<file path="src/rtl/riscv_pkg.sv">
// Shared integer register file types: data width, register address width and the writeback beat.
package riscv_pkg;

  localparam int unsigned XLEN       = 64;
  localparam int unsigned REG_ADDR_W = 5;

  localparam logic [REG_ADDR_W-1:0] REG_ZERO = 5'd0;

  typedef struct packed {
    logic [REG_ADDR_W-1:0] rd;
    logic [XLEN-1:0]       data;
  } wb_beat_t;

endpackage

</file>
<file path="src/rtl/wb_skid_slot.sv">
// One-entry writeback holding slot; ready depends only on slot state and the arbiter grant.
module wb_skid_slot
  import riscv_pkg::*;
(
  input  logic     clk,
  input  logic     rst,
  input  logic     valid,
  output logic     ready,
  input  wb_beat_t din,
  input  logic     grant,
  output logic     full,
  output wb_beat_t slot
);

  logic     full_d;
  wb_beat_t slot_d;

  // A granted slot frees itself this edge, so it can take a new beat at the same time.
  assign ready = rst & (~full | grant);

  always_comb begin
    full_d = full;
    slot_d = slot;
    if (valid && ready) begin
      full_d = 1'b1;
      slot_d = din;
    end else if (grant) begin
      full_d = 1'b0;
    end
  end

  always_ff @(posedge clk or negedge rst) begin
    if (!rst) begin
      full <= 1'b0;
      slot <= '0;
    end else begin
      full <= full_d;
      slot <= slot_d;
    end
  end

endmodule

</file>
<file path="src/rtl/regfile_wb_arbiter.sv">
// Writeback arbiter driving the register file write port from an ALU (A) and an LSU/MUL (B) channel.
// Optional forwarding of the in-flight write is enabled with `define WB_BYPASS_EN.
module regfile_wb_arbiter
  import riscv_pkg::*;
#(
  parameter int unsigned STARVE_MAX = 3
) (
  input  logic                  clk,
  input  logic                  rst,
  input  logic                  a_valid,
  output logic                  a_ready,
  input  logic [REG_ADDR_W-1:0] a_rd,
  input  logic [XLEN-1:0]       a_data,
  input  logic                  b_valid,
  output logic                  b_ready,
  input  logic [REG_ADDR_W-1:0] b_rd,
  input  logic [XLEN-1:0]       b_data,
  output logic                  WE3,
  output logic [REG_ADDR_W-1:0] A3,
  output logic [XLEN-1:0]       WD3
`ifdef WB_BYPASS_EN
  ,
  input  logic [REG_ADDR_W-1:0] byp_a1,
  input  logic [REG_ADDR_W-1:0] byp_a2,
  output logic                  byp_hit1,
  output logic                  byp_hit2,
  output logic [XLEN-1:0]       byp_data1,
  output logic [XLEN-1:0]       byp_data2
`endif
);

  localparam int unsigned STARVE_W = 4;

  logic                  full_a;
  logic                  full_b;
  wb_beat_t              slot_a;
  wb_beat_t              slot_b;
  logic                  grant_a;
  logic                  grant_b;
  logic [STARVE_W-1:0]   starve_cnt;
  logic [STARVE_W-1:0]   starve_d;
  wb_beat_t              win;
  logic                  granted;
  logic                  we3_d;
  logic [REG_ADDR_W-1:0] a3_d;
  logic [XLEN-1:0]       wd3_d;

  wb_skid_slot u_slot_a (
    .clk   (clk),
    .rst   (rst),
    .valid (a_valid),
    .ready (a_ready),
    .din   (wb_beat_t'{rd: a_rd, data: a_data}),
    .grant (grant_a),
    .full  (full_a),
    .slot  (slot_a)
  );

  wb_skid_slot u_slot_b (
    .clk   (clk),
    .rst   (rst),
    .valid (b_valid),
    .ready (b_ready),
    .din   (wb_beat_t'{rd: b_rd, data: b_data}),
    .grant (grant_b),
    .full  (full_b),
    .slot  (slot_b)
  );

  // A has priority unless B has already lost STARVE_MAX times in a row.
  assign grant_b = full_b & (~full_a | (starve_cnt == STARVE_W'(STARVE_MAX)));
  assign grant_a = full_a & ~grant_b;

  always_comb begin
    starve_d = starve_cnt;
    win      = grant_b ? slot_b : slot_a;
    granted  = grant_a | grant_b;
    we3_d    = granted & (win.rd != REG_ZERO);
    a3_d     = A3;
    wd3_d    = WD3;
    if (!full_b || grant_b) begin
      starve_d = '0;
    end else if (starve_cnt != STARVE_W'(STARVE_MAX)) begin
      starve_d = starve_cnt + STARVE_W'(1);
    end
    if (granted) begin
      a3_d  = win.rd;
      wd3_d = win.data;
    end
  end

  always_ff @(posedge clk or negedge rst) begin
    if (!rst) begin
      starve_cnt <= '0;
      WE3        <= 1'b0;
      A3         <= '0;
      WD3        <= '0;
    end else begin
      starve_cnt <= starve_d;
      WE3        <= we3_d;
      A3         <= a3_d;
      WD3        <= wd3_d;
    end
  end

`ifdef WB_BYPASS_EN
  // Forward the write being committed this cycle to same-cycle readers.
  assign byp_hit1  = WE3 & (A3 == byp_a1) & (byp_a1 != REG_ZERO);
  assign byp_hit2  = WE3 & (A3 == byp_a2) & (byp_a2 != REG_ZERO);
  assign byp_data1 = byp_hit1 ? WD3 : '0;
  assign byp_data2 = byp_hit2 ? WD3 : '0;
`endif

endmodule

</file>
<file path="config.mk">
export PLATFORM = sky130hd
export DESIGN_NAME = regfile_wb_arbiter
export DESIGN_NICKNAME = d
export VERILOG_FILES = /design/src/rtl/riscv_pkg.sv /design/src/rtl/wb_skid_slot.sv /design/src/rtl/regfile_wb_arbiter.sv
export SDC_FILE = /design/constraint.sdc
export NUM_CORES = 1
export LEC_CHECK = 0
export BUFFER_PORTS_ARGS = -buffer_cell sky130_fd_sc_hd__buf_2
export CAP_MARGIN = 20
export CORE_ASPECT_RATIO = 0.8
export CORE_MARGIN = 1
export CORE_UTILIZATION = 25
export CTS_BUF_LIST = sky130_fd_sc_hd__clkbuf_8
export DETAILED_ROUTE_END_ITERATION = 7
export GPL_TIMING_DRIVEN = 0
export PLACE_DENSITY = 0.53
export SLEW_MARGIN = 25
export SYNTH_ARGS = -nofsm -noshare
export SYNTH_HDL_FRONTEND = slang
export SYNTH_SLANG_ARGS = --single-unit
</file>
<file path="constraint.sdc">
create_clock -name clk -period 2.1 [get_ports clk]
set_input_delay 0.42 -clock clk [delete_from_list [all_inputs] [get_ports clk]]
set_output_delay 0.42 -clock clk [all_outputs]
set_load 0.005 [all_outputs]
</file>
==> results.cfg, run 1 <==
[outcome]
status = finished, violations left
failed_checks = hold timing, setup timing

[logic_synthesis]
syn-num-nets = 712
async_flop_share = 1.000
avgSynthCellArea_um2 = 14.96
synth.area.top_cells = dfrtp_1 63%, mux2_2 16%, a221o_1 7.5%
synth_cells = 569
synth_edf_count = 0
ys_seq_area_frac = 0.6293
synth_ff_type = dfrtp_1
yosysWarnings = 0
yosys-top-cells-count = 214 x dfrtp_1, 123 x mux2_2, 69 x and2_1
yosysTopAreaCell = dfrtp_1
ys_ff_latch = 214
synth_most_common_cell = dfrtp_1
synth.distinct_cells = 26
synth_top_area_share = 0.6293
syn_area_um2 = 8509

[final_layout]
seqCellArea_um2 = 5355
multi_input_area_um2 = 2995
layout-drive-gt1-share = 0.5363
stdcell_area_um2 = 11580
nFillCells = 3367
area_growth_pct = 36.04
layout.nets = 995
finalNonFillerCells = 1321

[sta]
finalCritPeriodShare = 1.062
max_freq_mhz = 448.4
finalSetupViolations = 68
slew_headroom = 0.6189
rsz0062_at_grt = yes
fin_crit_ns = 2.230
hold_violations = 65
finClkSkew_ns = 0.01341
fin_ws_ns = -0.1300
report.final.slew_viol_count = 0
worst_pin_slew_ns = 0.5716
hold_ws_ns = -0.1546

[power]
total_power_mw = 11.04
peakVddDrop_mv = 0.4682
power_density_nw_per_um2 = 953.7
p_leak_nw = 5.408

[global_routing]
grt-ovfl-total = 0
grt_pass1_wl_um = 37060
antenna_found_initial = 8
grt_use_total = 0.1386
grt_pass1_vias = 6220
grt_max_degree = 82

[placed_design]
dpl.hpwl_um = 16050
placed_area_um2 = 10190
post-place-ws_ns = -0.5152
gp_congestion = 0.7327
portBuffers = 213
numPlacedInstances = 1218

[worst_setup_path]
crit_fanout = 5
crit_family = buffers and inverters
crit_type = register to register
endpoint_kind = register
critPathBufInv = 4
path_cells = ha_4 -> or3b_4 -> buf_4 -> a21oi_4 -> buf_12 -> buf_12 -> clkbuf_16 -> mux2_2
arrival_ns = 2.64
crit_top_cell = buf_12
ff2ff_path_depth = 8
required_ns = 2.51
path_depth = 8
worstSetupStartpointType = register
critPathMaxStageDelay_ns = 0.41
crit_slowest_cell = or3b_4

[detailed_routing]
routed_wl_um = 24130
wl_per_cell_um = 18.27
viasPerCell = 4.428
drt.antenna.violating_nets = 0
drc = 0
drt_iter0_markers = 245
via_count = 5850
first_pass_iters = 4

[clocking]
htreeDepth = 2
cts.clk_slew.worst_paths_ns = 0.06
cts_made_buffers = 38
insertion_delay_ns = 0.54
cts_root_buf = clkbuf_8
cts_tree = yes
clkSinkCount = 214
clockBufferDepth = 3

[floorplanning]
fp.dieH_um = 167.0
die_x_um = 208.3
ios = 214
die-area_um2 = 34780
core_area_um2 = 33560
start_util = 0.2536
rows = 60

[flow_run]
maxCapViolations = 0

[worst_hold_path]
min_path_type = primary input to async pin
## registers in the layout, summed over array words and instances, names as in the netlist
| register | flops |
|---|---|
| u_slot_a.slot | 69 |
| u_slot_b.slot | 69 |
| WD3 | 64 |
| A3 | 5 |
| starve_cnt | 4 |
| WE3 | 1 |
| u_slot_a.full | 1 |
| u_slot_b.full | 1 |
## layer usage
layer  share of wire  global-route usage  vias to the layer above
li1                -                   -                     2665
met2            0.44              0.2082                      173
met5          0.0017                   0                        -
met4           0.020             0.04283                        6
met3           0.078             0.05261                       49
met1            0.46              0.1836                     2957
## worst reg2reg max path: cells and delay by family (launching register included)
family                   cells  cell delay [ns]
AO/OA/AOI/OAI                1             0.24
adder cells (fa/ha/maj)      1             0.15
buffers and inverters        4             0.58
flip-flops                   1             0.40
multiplexers                 1             0.33
AND/OR/NAND/NOR              1             0.41
## area by class of cell
| class | instances | area share |
|---|---|---|
| well taps | 434 | 0.04691 |
| inverters | 5 | 0.001621 |
| repair buffers | 244 | 0.1285 |
| multi-input cells | 312 | 0.2588 |
| plain buffers | 37 | 0.03102 |
| diodes | 5 | 0.001081 |
| clock buffers | 51 | 0.06064 |
| clock inverters | 19 | 0.008863 |
| flip-flops and latches | 214 | 0.4626 |
## final timing paths
check / startpoint / slack, ns / to
hold reg to reg: u_slot_a.slot[55] / 0.49 / u_slot_a.slot[55]
max in group asynchronous: rst / 1.43 / WD3[3]
hold / removal: rst / -0.15 / u_slot_a.slot[27]
setup reg to reg: starve_cnt[0] / -0.13 / u_slot_b.slot[21]
setup / recovery: starve_cnt[0] / -0.13 / u_slot_b.slot[21]
min in group clk: a_data[56] / 0.10 / u_slot_a.slot[56]
## what timing repair did
action	CTS	global route
hold endpoints to repair	65	65
setup endpoints to repair	210	188
gates cloned	0	4
resized for setup	21	45
pin swaps	4	5
setup buffers	12	13
## metrics by stage
step                      hold WS, ns  TNS [ns]  utilization
after CTS                     -0.1673   -0.3543       0.3333
after detailed placement       0.4337    -47.68       0.3035
after global placement         0.4586  -1344.65       0.3015
after floorplan                0.1244         0            -
final                         -0.1546    -3.187       0.3450
after global routing          -0.1429    -9.682       0.3447
## cells in the final DEF, fill, tap and decap left out, drive strengths merged, types with 2 or more instances in the layout
cell | netlist | layout
nor2 | 4 | 4
and2 | 69 | 69
dfrtp | 214 | 214
diode | 0 | 5
mux2 | 143 | 143
a221o | 64 | 64
o22ai | 5 | 5
nand2 | 7 | 7
inv | 5 | 19
nand3 | 2 | 2
a21oi | 7 | 7
clkbuf | 7 | 62
nor3 | 2 | 2
clkinv | 0 | 4
xnor2 | 2 | 2
buf | 31 | 270
## kinds of logic (layout without fill, tap and decap cells)
logic type | after synthesis | count (layout) | synth area share
AOI/OAI and AO/OA | 78 | 78 | 0.08675
xor gates and xnor gates | 2 | 2 | 0.002059
adders and majority gates | 1 | 1 | 0.001470
buffers and inverters | 43 | 356 | 0.02897
DFF | 214 | 214 | 0.6293
muxes | 143 | 143 | 0.1892
other | 0 | 5 | 0
and+or+nand+nor | 88 | 88 | 0.06220
## report_power, final
part | internal, mW | switching, mW
sequential | 4.82 | 0.364
combinational | 1.06 | 0.736
clock | 2.29 | 1.77
total | 8.17 | 2.87
No activity file was read; power rests on OpenSTA's default activity.
==> run 2: changes to the inputs <==
--- a/config.mk
+++ b/config.mk
@@ -7,7 +7,6 @@
 export LEC_CHECK = 0
 export BUFFER_PORTS_ARGS = -buffer_cell sky130_fd_sc_hd__buf_2
 export CAP_MARGIN = 20
-export CORE_ASPECT_RATIO = 0.8
 export CORE_MARGIN = 1
 export CORE_UTILIZATION = 25
 export CTS_BUF_LIST = sky130_fd_sc_hd__clkbuf_8
==> run 2 against run 1 <==
  * The flow finishes with violations (setup timing)
  * Cell count increased by 1.4%
  * Non-clock buffer count unchanged
  * Core utilization grew 0.54 points
  * Power increased by 3.8%
  * Cell area rose by 1.5%
  * Largest power group unchanged
==> results.cfg, run 2 (synthesis results as in run 1) <==
[worst_setup_path]
crit_type = register to primary output
r2r_slack_ns = -0.05
worstSetupStartpointType = register
ff2ff_path_depth = 8
required_ns = 1.68
arrival_ns = 1.81
endpoint_kind = primary output
crit_fanout = 3

[sta]
slew_headroom = 0.6645
tns_ns = -0.5733
fin_crit_ns = 2.226
finClkSkew_ns = 0.02650
report.final.slew_viol_count = 0
max_freq_mhz = 449.2
worst_pin_slew_ns = 0.5020
finalCritPeriodShare = 1.060
fin_ws_ns = -0.1263
rsz0062_at_grt = yes
finalSetupViolations = 19
hold_violations = 0

[global_routing]
grt-ovfl-total = 0
grt_pass1_wl_um = 37880
antenna_found_initial = 6
grt_pass1_vias = 6280
grt_use_total = 0.1418
grt_max_degree = 61

[detailed_routing]
met3_length_um = 2027
viasPerCell = 4.421
drt.antenna.violating_nets = 0
wl_per_cell_um = 18.30
drc = 0
drt_iter0_markers = 213
via_count = 5924
dr_wl_met2_um = 11080
routed_wl_um = 24530
routed.top_layer = met5
wl_met1_um = 10910
first_pass_iters = 5

[floorplanning]
fp.dieH_um = 186.5
die_x_um = 186.5
start_util = 0.2538
ios = 214
die-area_um2 = 34780
core_area_um2 = 33530
rows = 67

[outcome]
status = finished, violations left
failed_checks = setup timing

[final_layout]
area_growth_pct = 38.05
layout.nets = 999
most-common-layout-cells = 218 x buf_2, 214 x dfrtp_1, 123 x mux2_2
stdcell_area_um2 = 11750
reg_top3 = u_slot_a.slot (69), u_slot_b.slot (69), WD3 (64)
layout-drive-gt1-share = 0.5360
final_common_cell = buf_2
nFillCells = 3350

[clocking]
clkSinkCount = 214
insertion_delay_ns = 0.56
cts_made_buffers = 42
htreeDepth = 2
cts.clk_slew.worst_paths_ns = 0.06
cts_root_buf = clkbuf_8
cts_tree = yes
clockBufferDepth = 3

[worst_hold_path]
min_path_type = primary input to async pin

[flow_run]
maxCapViolations = 0

[power]
power_density_nw_per_um2 = 975.6
p_leak_nw = 5.487
peakVddDrop_mv = 0.5914

[placed_design]
placed_area_um2 = 10200
gp_congestion = 0.7020
dpl.hpwl_um = 15700
portBuffers = 213
## run 2: area by class of cell
| type | count | area, um2 | share of cell area |
|---|---|---|---|
| flip-flops and latches | 214 | 5355 | 0.4559 |
| multi-input cells | 312 | 2989 | 0.2544 |
| repair buffers | 245 | 1587 | 0.1351 |
| clock buffers | 56 | 770.7 | 0.06561 |
| well taps | 448 | 560.5 | 0.04772 |
| plain buffers | 36 | 325.3 | 0.02769 |
| clock inverters | 20 | 131.4 | 0.01118 |
| inverters | 5 | 18.77 | 0.001598 |
| diodes | 4 | 10.01 | 0.0008521 |
## run 2: power breakdown
part           switching, mW  internal (mW)
logic                  0.746           1.07
registers              0.356           4.82
clock network           1.85           2.61
total                   2.95           8.51
## run 2: worst paths after layout
kind	start	end
setup / recovery	starve_cnt[0]	b_ready
hold / removal	rst	WD3[4]
setup reg to reg	starve_cnt[0]	u_slot_b.slot[56]
hold reg to reg	u_slot_b.slot[62]	u_slot_b.slot[62]
max in group asynchronous	rst	u_slot_b.slot[23]
min in group clk	a_rd[1]	u_slot_a.slot[65]
## run 2: through the flow
| step | cells | util | hold WS, ns | setup WS, ns | power [mW] |
|---|---|---|---|---|---|
| final | 1340 | 0.3503 | 0.09124 | -0.1263 | 11.46 |
| after global routing | 1336 | 0.3500 | 0.05740 | -0.1952 | 12.11 |
| after CTS | 1327 | 0.3428 | 0.04595 | -0.1925 | 11.61 |
| after detailed placement | 1232 | 0.3043 | 0.3943 | -1.201 | 6.946 |
| after global placement | 1230 | 0.3023 | 0.4535 | -4.313 | 6.886 |
| after floorplan | 569 | - | 0.1244 | 0.2177 | 6.108 |
## run 2: critical path, cell delays in order (launching register included)
cell	delay, ns
dfrtp_1	0.39
ha_4	0.16
or3b_4	0.41
nand2_4	0.07
and2_4	0.13
buf_6	0.09
## run 2: what timing repair did
item	CTS	global route
hold buffers	7	0
endpoints found under the setup margin	210	148
pin swaps	2	6
endpoints found under the hold margin	60	0
gates resized for setup	22	35
setup buffers	11	9
cloned	2	1
## run 2: per-layer routing
| layer | GRT usage | vias up |
|---|---|---|
| li1 | - | 2675 |
| met1 | 0.1873 | 2990 |
| met4 | 0.04098 | 6 |
| met3 | 0.05078 | 43 |
| met5 | 0 | - |
| met2 | 0.2176 | 210 |
==> run 3: changes to the inputs <==
==> constraint.sdc (replaced) <==
create_clock -name clk -period 2.1 [get_ports clk]
set_input_delay 0.42 -clock clk [delete_from_list [all_inputs] [get_ports clk]]
set_output_delay 0.42 -clock clk [all_outputs]
set_load 0.05 [all_outputs]
==> run 3 against run 2 <==
  * The flow still finishes with violations (setup timing)
  * Routed wire length grew 0.35%
  * Clock power hardly changed
  * Cell area grew 0.61%
  * Cell count increased by 0.22%
  * Clock skew is essentially flat
  * Count of clock-buffer cells in the layout did not move
  * Global-route usage is 0.054 points higher
  * Largest cell class unchanged
==> results.cfg, run 3 (synthesis results as in run 1) <==
[placed_design]
placed_area_um2 = 10200
portBuffers = 213
dpl.hpwl_um = 15700
numPlacedInstances = 1232
gp_congestion = 0.7020

[sta]
rsz0062_at_grt = yes
slew_headroom = 0.6652
hold_violations = 0
fin_ws_ns = -0.1717
worst_pin_slew_ns = 0.5010
report.final.slew_viol_count = 0
finalSetupViolations = 19
finalCritPeriodShare = 1.082
finClkSkew_ns = 0.02672
fin_crit_ns = 2.272
tns_ns = -0.8985
max_freq_mhz = 440.2

[worst_setup_path]
crit_family = simple AND/OR/NAND/NOR gates
crit_type = register to primary output
arrival_ns = 1.85
critPathBufInv = 1
required_ns = 1.68
critPathMaxStageDelay_ns = 0.41
r2r_slack_ns = -0.06
worstSetupStartpointType = register
crit_fanout = 3
crit_slowest_cell = or3b_4
path_cells = ha_4 -> or3b_4 -> nand2_4 -> and2_4 -> buf_8
endpoint_kind = primary output

[final_layout]
stdcell_area_um2 = 11820
most-common-layout-cells = 218 x buf_2, 214 x dfrtp_1, 123 x mux2_2
nFillCells = 3352
area_growth_pct = 38.89
utilization = 0.3525
layout.nets = 1002
finalNonFillerCells = 1343
multi_input_area_um2 = 3023
final_common_cell = buf_2
layout-drive-gt1-share = 0.5477
reg_top3 = u_slot_a.slot (69), u_slot_b.slot (69), WD3 (64)
seqCellArea_um2 = 5355

[clocking]
cts_made_buffers = 42
clockBufferDepth = 3
clkSinkCount = 214
cts.clk_slew.worst_paths_ns = 0.06
cts_root_buf = clkbuf_8
insertion_delay_ns = 0.55
cts_tree = yes
htreeDepth = 2

[global_routing]
grt_use_total = 0.1423
grt_pass1_vias = 6318
antenna_found_initial = 6
grt_pass1_wl_um = 38060
grt_max_degree = 61
grt-ovfl-total = 0

[floorplanning]
die-area_um2 = 34780
ios = 214
rows = 67
die_x_um = 186.5
start_util = 0.2538
core_area_um2 = 33530
fp.dieH_um = 186.5

[power]
total_power_mw = 12.47
power_density_nw_per_um2 = 1055
p_leak_nw = 5.539
peakVddDrop_mv = 0.5919

[detailed_routing]
routed_wl_um = 24610
drc = 0
via_count = 5940
wl_per_cell_um = 18.33
viasPerCell = 4.423
drt_iter0_markers = 219
first_pass_iters = 4
drt.antenna.violating_nets = 0

[worst_hold_path]
min_path_type = primary input to async pin

[flow_run]
maxCapViolations = 0

[outcome]
status = finished, violations left
failed_checks = setup timing
[run 3: final cells by class]
class                           instances  share of cell area
Timing Repair Buffer                  248              0.1365
Clock inverter                         20             0.01112
Buffer                                 36             0.02848
Tap cell                              448             0.04743
Sequential cell                       214              0.4531
Inverter                                5            0.001588
Multi-Input combinational cell        312              0.2558
Antenna cell                            4           0.0008469
Clock buffer                           56             0.06521
[run 3: worst reg2reg max path, stage by stage (launching register included)]
cell and delay, ns:
dfrtp_1 0.39, ha_4 0.15, or3b_4 0.41, buf_4 0.16
a21oi_4 0.18, buf_12 0.15, buf_12 0.13, clkbuf_16 0.15
mux2_1 0.32
[run 3: repair_timing]
action,in CTS,in global routing
setup endpoints to repair,210,139
pin swaps,2,5
gates resized for setup,45,28
hold buffers,7,0
cloned,2,1
setup buffers,15,8
hold endpoints to repair,60,0
[run 3: through the flow]
stage	hold WS [ns]	worst slack (ns)
after floorplan	0.1244	0.1750
after global placement	0.4535	-4.313
after detailed placement	0.3943	-1.201
after CTS	0.04583	-0.2349
after global routing	0.05740	-0.2452
final	0.09072	-0.1717
[run 3: worst paths after layout]
path                              startpoint                end  depth (start not counted)
max in group asynchronous                rst  u_slot_b.slot[23]                          4
min in group clk                  b_data[59]  u_slot_b.slot[59]                          2
setup / recovery               starve_cnt[0]            b_ready                          5
hold / removal                           rst  u_slot_b.slot[62]                          4
setup reg to reg               starve_cnt[0]  u_slot_b.slot[56]                          8
hold reg to reg            u_slot_b.slot[62]  u_slot_b.slot[62]                          1
[run 3: power by group]
part | internal [mW] | leakage, nW | switching (mW)
Sequential | 4.82 | 2.56 | 0.358
Combinational | 1.11 | 2.46 | 1.71
Clock | 2.61 | 0.523 | 1.85
Total | 8.55 | 5.54 | 3.92
[run 3: routing by layer]
layer,vias up,global-route usage,wire length [um],share of wire
met5,-,0,35,0.0014
met4,6,0.04098,463,0.019
met3,43,0.05078,2034,0.083
met2,202,0.2180,11130,0.45
met1,3005,0.1885,10950,0.44
li1,2684,-,-,-
